### src/rtl/cfg_bus_initiator.sv
// Single-command initiator for the 4-bit address/data/valid/ack configuration bus.
// Drives one write, waits for the responder's ack and read-back, and reports a status code.
//
// state    | meaning
// S_IDLE   | cmd_ready high, waiting for an upstream command
// S_REQ    | valid held with frozen address/data until ack or ack timeout
// S_WAIT_RSP | valid low, waiting for data_out_valid or response timeout
// S_DONE   | one-cycle done pulse, status/rsp_data already updated
module cfg_bus_initiator #(
  parameter int ADDR_W      = 4,
  parameter int DATA_W      = 4,
  parameter int ACK_TIMEOUT = 16,
  parameter int RSP_TIMEOUT = 16
) (
  input  logic              clk,
  input  logic              rst,
  input  logic              cmd_valid,
  input  logic [ADDR_W-1:0] cmd_addr,
  input  logic [DATA_W-1:0] cmd_data,
  output logic              cmd_ready,
  output logic [ADDR_W-1:0] address,
  output logic [DATA_W-1:0] data,
  output logic              valid,
  input  logic              ack,
  input  logic [DATA_W-1:0] data_out,
  input  logic              data_out_valid,
  output logic [DATA_W-1:0] rsp_data,
  output logic              done,
  output logic [1:0]        status
);

  localparam int TMAX = (ACK_TIMEOUT > RSP_TIMEOUT) ? ACK_TIMEOUT : RSP_TIMEOUT;
  localparam int TW   = $clog2(TMAX) + 1;

  localparam logic [1:0] ST_OK     = 2'b00;
  localparam logic [1:0] ST_REJECT = 2'b01;
  localparam logic [1:0] ST_NO_ACK = 2'b10;
  localparam logic [1:0] ST_NO_RSP = 2'b11;

  localparam logic [TW-1:0] ACK_LAST = TW'(ACK_TIMEOUT - 1);
  localparam logic [TW-1:0] RSP_LAST = TW'(RSP_TIMEOUT - 1);

  typedef enum logic [1:0] {
    S_IDLE,
    S_REQ,
    S_WAIT_RSP,
    S_DONE
  } state_t;

  state_t            state_q, state_d;
  logic              valid_q, valid_d;
  logic [ADDR_W-1:0] address_q, address_d;
  logic [DATA_W-1:0] data_q, data_d;
  logic [DATA_W-1:0] rsp_data_q, rsp_data_d;
  logic              done_q, done_d;
  logic [1:0]        status_q, status_d;
  logic [TW-1:0]     timer_q, timer_d;
  logic [TW-1:0]     timer_inc;

  // Saturating count so an oversized timer can never wrap back into range.
  assign timer_inc = (&timer_q) ? timer_q : timer_q + TW'(1);

  always_comb begin
    state_d    = state_q;
    valid_d    = valid_q;
    address_d  = address_q;
    data_d     = data_q;
    rsp_data_d = rsp_data_q;
    done_d     = 1'b0;
    status_d   = status_q;
    timer_d    = timer_q;

    unique case (state_q)
      S_IDLE: begin
        if (cmd_valid) begin
          address_d = cmd_addr;
          data_d    = cmd_data;
          valid_d   = 1'b1;
          timer_d   = '0;
          state_d   = S_REQ;
        end
      end
      S_REQ: begin
        timer_d = timer_inc;
        if (ack) begin
          valid_d = 1'b0;
          timer_d = '0;
          if (data_out_valid) begin
            rsp_data_d = data_out;
            status_d   = (data_out == data_q) ? ST_OK : ST_REJECT;
            done_d     = 1'b1;
            state_d    = S_DONE;
          end else begin
            state_d = S_WAIT_RSP;
          end
        end else if (timer_q == ACK_LAST) begin
          valid_d  = 1'b0;
          status_d = ST_NO_ACK;
          done_d   = 1'b1;
          state_d  = S_DONE;
        end
      end
      S_WAIT_RSP: begin
        timer_d = timer_inc;
        if (data_out_valid) begin
          rsp_data_d = data_out;
          status_d   = (data_out == data_q) ? ST_OK : ST_REJECT;
          done_d     = 1'b1;
          state_d    = S_DONE;
        end else if (timer_q == RSP_LAST) begin
          status_d = ST_NO_RSP;
          done_d   = 1'b1;
          state_d  = S_DONE;
        end
      end
      S_DONE: begin
        timer_d = '0;
        state_d = S_IDLE;
      end
      default: begin
        state_d = S_IDLE;
        valid_d = 1'b0;
      end
    endcase
  end

  always_ff @(posedge clk) begin
    if (rst) begin
      state_q    <= S_IDLE;
      valid_q    <= 1'b0;
      address_q  <= '0;
      data_q     <= '0;
      rsp_data_q <= '0;
      done_q     <= 1'b0;
      status_q   <= ST_OK;
      timer_q    <= '0;
    end else begin
      state_q    <= state_d;
      valid_q    <= valid_d;
      address_q  <= address_d;
      data_q     <= data_d;
      rsp_data_q <= rsp_data_d;
      done_q     <= done_d;
      status_q   <= status_d;
      timer_q    <= timer_d;
    end
  end

  assign cmd_ready = (state_q == S_IDLE);
  assign address   = address_q;
  assign data      = data_q;
  assign valid     = valid_q;
  assign rsp_data  = rsp_data_q;
  assign done      = done_q;
  assign status    = status_q;

endmodule

### config.mk
export PLATFORM = sky130hd
export DESIGN_NAME = cfg_bus_initiator
export DESIGN_NICKNAME = d
export VERILOG_FILES = /design/src/rtl/cfg_bus_initiator.sv
export SDC_FILE = /design/constraint.sdc
export NUM_CORES = 1
export LEC_CHECK = 0
export ABC_AREA = 0
export CAP_MARGIN = 20
export CORE_MARGIN = 5
export CORE_UTILIZATION = 23
export DETAILED_ROUTE_END_ITERATION = 8
export PLACE_DENSITY = 0.47
export SYNTH_ARGS = -nofsm -noshare
export SYNTH_HDL_FRONTEND = slang
export SYNTH_SLANG_ARGS = --single-unit
export TNS_END_PERCENT = 50
### constraint.sdc
create_clock -name clk -period 2.1 [get_ports clk]
set_clock_uncertainty 0.2 [all_clocks]
set_input_delay 0.315 -clock clk [delete_from_list [all_inputs] [get_ports clk]]
set_output_delay 0.315 -clock clk [all_outputs]
set_load 0.01 [all_outputs]
After elaboration in Yosys (flattened, before gate mapping)

Cells that the tools add are included.

Bits of input ports: 17
Register bits: 23
Word-level logic and storage cells: 56
Output and inout port bits: 17

Eq/ne operators: 10
$add $sub $neg: 1
Muxes and demuxes: 29
Reduce and logical (&&, ||, !) cells: 8

Operator list:

| kind                                          | count |
|---|---|
| case mux 5 bit (4 select lines)               | 1 |
| two-way mux 2 bit                             | 9 |
| two-way mux 5 bit                             | 3 |
| two-way mux 1 bit                             | 9 |
| != test 3 bit, second input constant          | 3 |
| two-way mux 4 bit                             | 2 |
| case mux 2 bit (4 select lines)               | 1 |
| case mux 4 bit (2 select lines)               | 1 |
| adder 5 x 1 -> 5 bit, second input constant   | 1 |
| == test 5 x 4 -> 1 bit, second input constant | 1 |
| AND reduction 5 bit                           | 1 |
| == test 2 bit, second input constant          | 2 |
| == test 4 bit                                 | 1 |
| != test 2 bit, second input constant          | 2 |
| case mux 1 bit (2 select lines)               | 2 |
| case mux 2 bit (2 select lines)               | 1 |
| AND reduction 2 bit                           | 2 |
| AND reduction 4 bit                           | 1 |
| nonzero test 2 bit                            | 2 |
| AND reduction 3 bit                           | 1 |
| == test 2 x 1 -> 1 bit, second input constant | 1 |
| logical NOT 2 bit                             | 1 |

Depth between registers and ports, before layout

Depth after elaboration: 5
Mapped depth: 6
Gate-level depth less buffers: 6

Least setup slack after synthesis

OpenSTA, ideal clock, no wires.

Path kind: register -> register
Start point: reg state_q[1]
End point: reg rsp_data_q[0], in the netlist rsp_data[0]
Path buffers: 0
Setup slack: 0.487 ns
Stages on the path, launching flop included: 7
Data required time: 1.771 ns
Setup time: 0.129 ns
Clock period less this slack: 1.613 ns
Arrival: 1.284 ns
Cells stage by stage: dfxtp_1 > inv_1 > ha_1 > and2_2 > o21ai_4 > mux2i_1 > nor2_1

Cells in the longest elaborated chain, start to end: 3
Elaborated cells on any way between the ends: 6
Those cells by class: eq/ne: 3; mux: 1; reduce/logical: 2

RTL lines:

| what                                                                 | line | text |
|---|---|---|
| start: declaration                                                   | 50   | `state_t state_q, state_d;` |
| start signal: assignment                                             | 138  | `state_q <= state_d;` |
| == test 2 x 1 -> 1 bit / == test 2 bit (equally long branches)       | 73   | `unique case (state_q)` |
| != test 2 bit (no line) / nonzero test 2 bit (equally long branches) | n/a  |  |
| AND reduction 2 bit (no line)                                        | n/a  |  |
| end signal: assignment                                               | 142  | `rsp_data_q <= rsp_data_d;` |
| end: declaration                                                     | 54   | `logic [DATA_W-1:0] rsp_data_q, rsp_data_d;` |

Parallel ways exist; a longest one is shown, timed or not.
A chain may end at the register's enable or synchronous reset.

Final worst setup path

Start point: reg state_q[1]
End point: out cmd_ready

Cells in the longest elaborated chain, start to end: 1

RTL lines:

| what              | line | text |
|---|---|---|
| logical NOT 2 bit | 149  | `assign cmd_ready = (state_q == S_IDLE);` |
| end: declaration  | 20   | `output logic cmd_ready,` |

Every way passes these cells.

==> flow_metrics.py <==
metrics = {
    "outcome": {
        "status": "finished clean",
    },
    "synthesis": {
        "syn-instance-count": 136,
        "synth_top_area_cell": "dfxtp_1",
        "synth.distinct_cells": 34,
        "syn-cell-area_um2": 1180,
        "ys_ff_latch": 23,
        "post-synth-top-count-cell": "dfxtp_1",
        "synth_area_leaders": "dfxtp_1 (39%), a21oi_1 (7.2%), nand2_1 (6.4%)",
        "ys_warn_count": 0,
        "synth_nets": 157,
        "synthTopCellsByCount": "dfxtp_1 (23), nand2_1 (20), a21oi_1 (17)",
        "syn-mean-instance-area_um2": 8.66,
        "ys.flop_type": "dfxtp_1",
        "ys_async_sr_fraction": 0,
        "synth-edff-count": 0,
        "yosysTopAreaCellShare": 0.391,
        "ys_seq_area_frac": 0.391,
    },
    "floorplan": {
        "initial_core_util": 0.233,
        "row_count": 26,
        "die_h_um": 81.5,
        "core_um2": 5040,
        "pin_count": 34,
        "dieArea_um2": 6650,
        "die_width_um": 81.5,
    },
    "detailed_routing": {
        "drt-vias-per-instance": 4.50,
        "wl_per_cell_um": 12.5,
        "vias": 1080,
        "dr.pass1.iters": 4,
        "routed_wl_um": 3000,
        "drc": 0,
        "drt_iter0_markers": 55,
        "postRouteAntennaNets": 0,
    },
    "sta": {
        "rsz0062_at_grt": "false",
        "drv_slew": 0,
        "final.min_clock_period_ns": 1.97,
        "slew_headroom": 0.734,
        "layout_setup_ws_ns": 0.127,
        "holdWs_ns": 0.270,
        "setup_violations": 0,
        "hold_violations": 0,
        "tightest_slew_ns": 0.399,
        "timing.fmax_ghz": 0.507,
        "fin_tns_setup_ns": 0,
        "fin_crit_sh": 0.940,
    },
    "global_route": {
        "grt_start_max_net_pins": 24,
        "grt_pass1_wl_um": 5090,
        "overflow": 0,
        "track_usage": 0.0972,
        "grt_pass1_vias": 1114,
        "grt_antenna_before_repair": 0,
    },
    "critical_path": {
        "crit_fanout": 8,
        "arrival_ns": 1.46,
        "r2r_end": "rsp_data[2]$_SDFFE_PP0P_",
        "crit_required_ns": 1.58,
        "path_cells": "inv_1, ha_4, clkdlybuf4s50_1",
        "worst_setup_path_start_kind": "flip-flop",
        "cp-end-kind": "output pin",
        "r2r_start": "state_q[1]$_SDFFE_PP0P_",
        "slowest_stage": "clkdlybuf4s50_1",
        "rrSetupSlack_ns": 0.31,
        "critical_path_class": "reg2out",
        "ff2ff_path_depth": 6,
        "max_stage_delay_ns": 0.55,
    },
    "cells_and_area": {
        "utilization": 0.327,
        "final_nets": 192,
        "n_antenna_cell": 0,
        "area_growth_syn_to_layout_pct": 39.9,
        "fin_area_um2": 1650,
        "drive_above_1_share": 0.112,
        "layout.cells.non_filler": 240,
    },
    "pwr": {
        "power.density_nw_per_um2": 603,
        "power.leakage_nw": 0.599,
        "ir_worst_vdd_v": 0.000348,
        "totalPowerFinal_uw": 993,
    },
    "place": {
        "dp_cells": 236,
        "dp_hpwl_um": 2230,
        "place_ws_ns": 0.170,
        "gp_congestion": 0.765,
        "placed_area_um2": 1590,
        "io_buffer_count": 33,
    },
    "cts": {
        "htree_num_levels": 1,
        "numCtsBuffers": 3,
        "cts.sinks": 23,
        "clkTransAtPathRegs_ns": 0.09,
        "cts_root_buffer": "clkbuf_8",
        "hold_buffers": 0,
        "cts_tree": "yes",
        "cts_max_path_buffers": 2,
        "insertion_delay_ns": 0.27,
    },
    "hold_path": {
        "hold_path_startpoint": "address[0]$_SDFFE_PP0P_",
        "min_to": "address[0]$_SDFFE_PP0P_",
        "min_path_cells": 2,
        "min_path_type": "reg2reg",
    },
    "job": {
        "max_cap_violations": 0,
    },
}
## worst max-delay path, delay by kind of cell (launching register included)
kind	cells	cell delay (ns)
adder cells (fa/ha/maj)	1	0.19
flip-flops	1	0.32
buffers and inverters	2	0.67
## layout make-up
type                    count  area, µm²
multi-input cells         103        689
well taps                  70       87.6
fillers                   535       3400
repair buffers             34        338
clock inverters             1       7.51
inverters                   6       22.5
clock buffers               3       41.3
flip-flops and latches     23        460
## cell usage in the layout, fill, tap and decap left out, types with 5 or more instances in the layout
| master | synthesis | layout |
|---|---|---|
| inv_1 | 6 | 6 |
| dfxtp_1 | 23 | 23 |
| o21ai_1 | 5 | 5 |
| nand2_1 | 20 | 20 |
| clkdlybuf4s50_1 | 0 | 33 |
| a21oi_1 | 17 | 17 |
| nor2_1 | 6 | 6 |
## power breakdown
part / internal, mW / switching [mW]
registers: 0.459 / 0.0162
clock network: 0.134 / 0.156
logic: 0.115 / 0.113
total: 0.708 / 0.285
## cell families (layout without fill, tap and decap cells)
group	count (synthesis)	after routing	synth area share
AOI/OAI and AO/OA	44	44	0.257
xor gates and xnor gates	4	4	0.0298
adders and majority gates	4	4	0.0425
buffers and inverters	10	44	0.0340
DFF	23	23	0.391
muxes	4	4	0.0340
and+or+nand+nor	47	47	0.211
## how the worst max path moves through the flow
stage	start	endpoint
floorplan	state_q[1]$_SDFFE_PP0P_	rsp_data[0]$_SDFFE_PP0P_
global placement	ack	rsp_data[0]$_SDFFE_PP0P_
detailed placement	ack	rsp_data[2]$_SDFFE_PP0P_
CTS	state_q[1]$_SDFFE_PP0P_	cmd_ready
global route	state_q[0]$_SDFFE_PP0P_	cmd_ready
finish	state_q[1]$_SDFFE_PP0P_	cmd_ready
## per-layer routing
layer,global-route usage,routed length (µm),vias to the layer above
li1,-,-,548
met1,0.127,1440,485
met2,0.157,1320,43
met3,0.0329,212,4
met4,0.0152,24,0
met5,0,0,-
## sequential cells by signal (all words and copies together), names as in the netlist
register,cells
done,1
status,2
address,4
timer_q,5
state_q,2
data,4
rsp_data,4
valid,1
## timing repair
item | 4_1_cts | 5_1_grt
setup buffers | 0 | 0
resized for setup | 1 | 1
endpoints found under the setup margin | 1 | 1
Power figures use the tool's default switching activity.
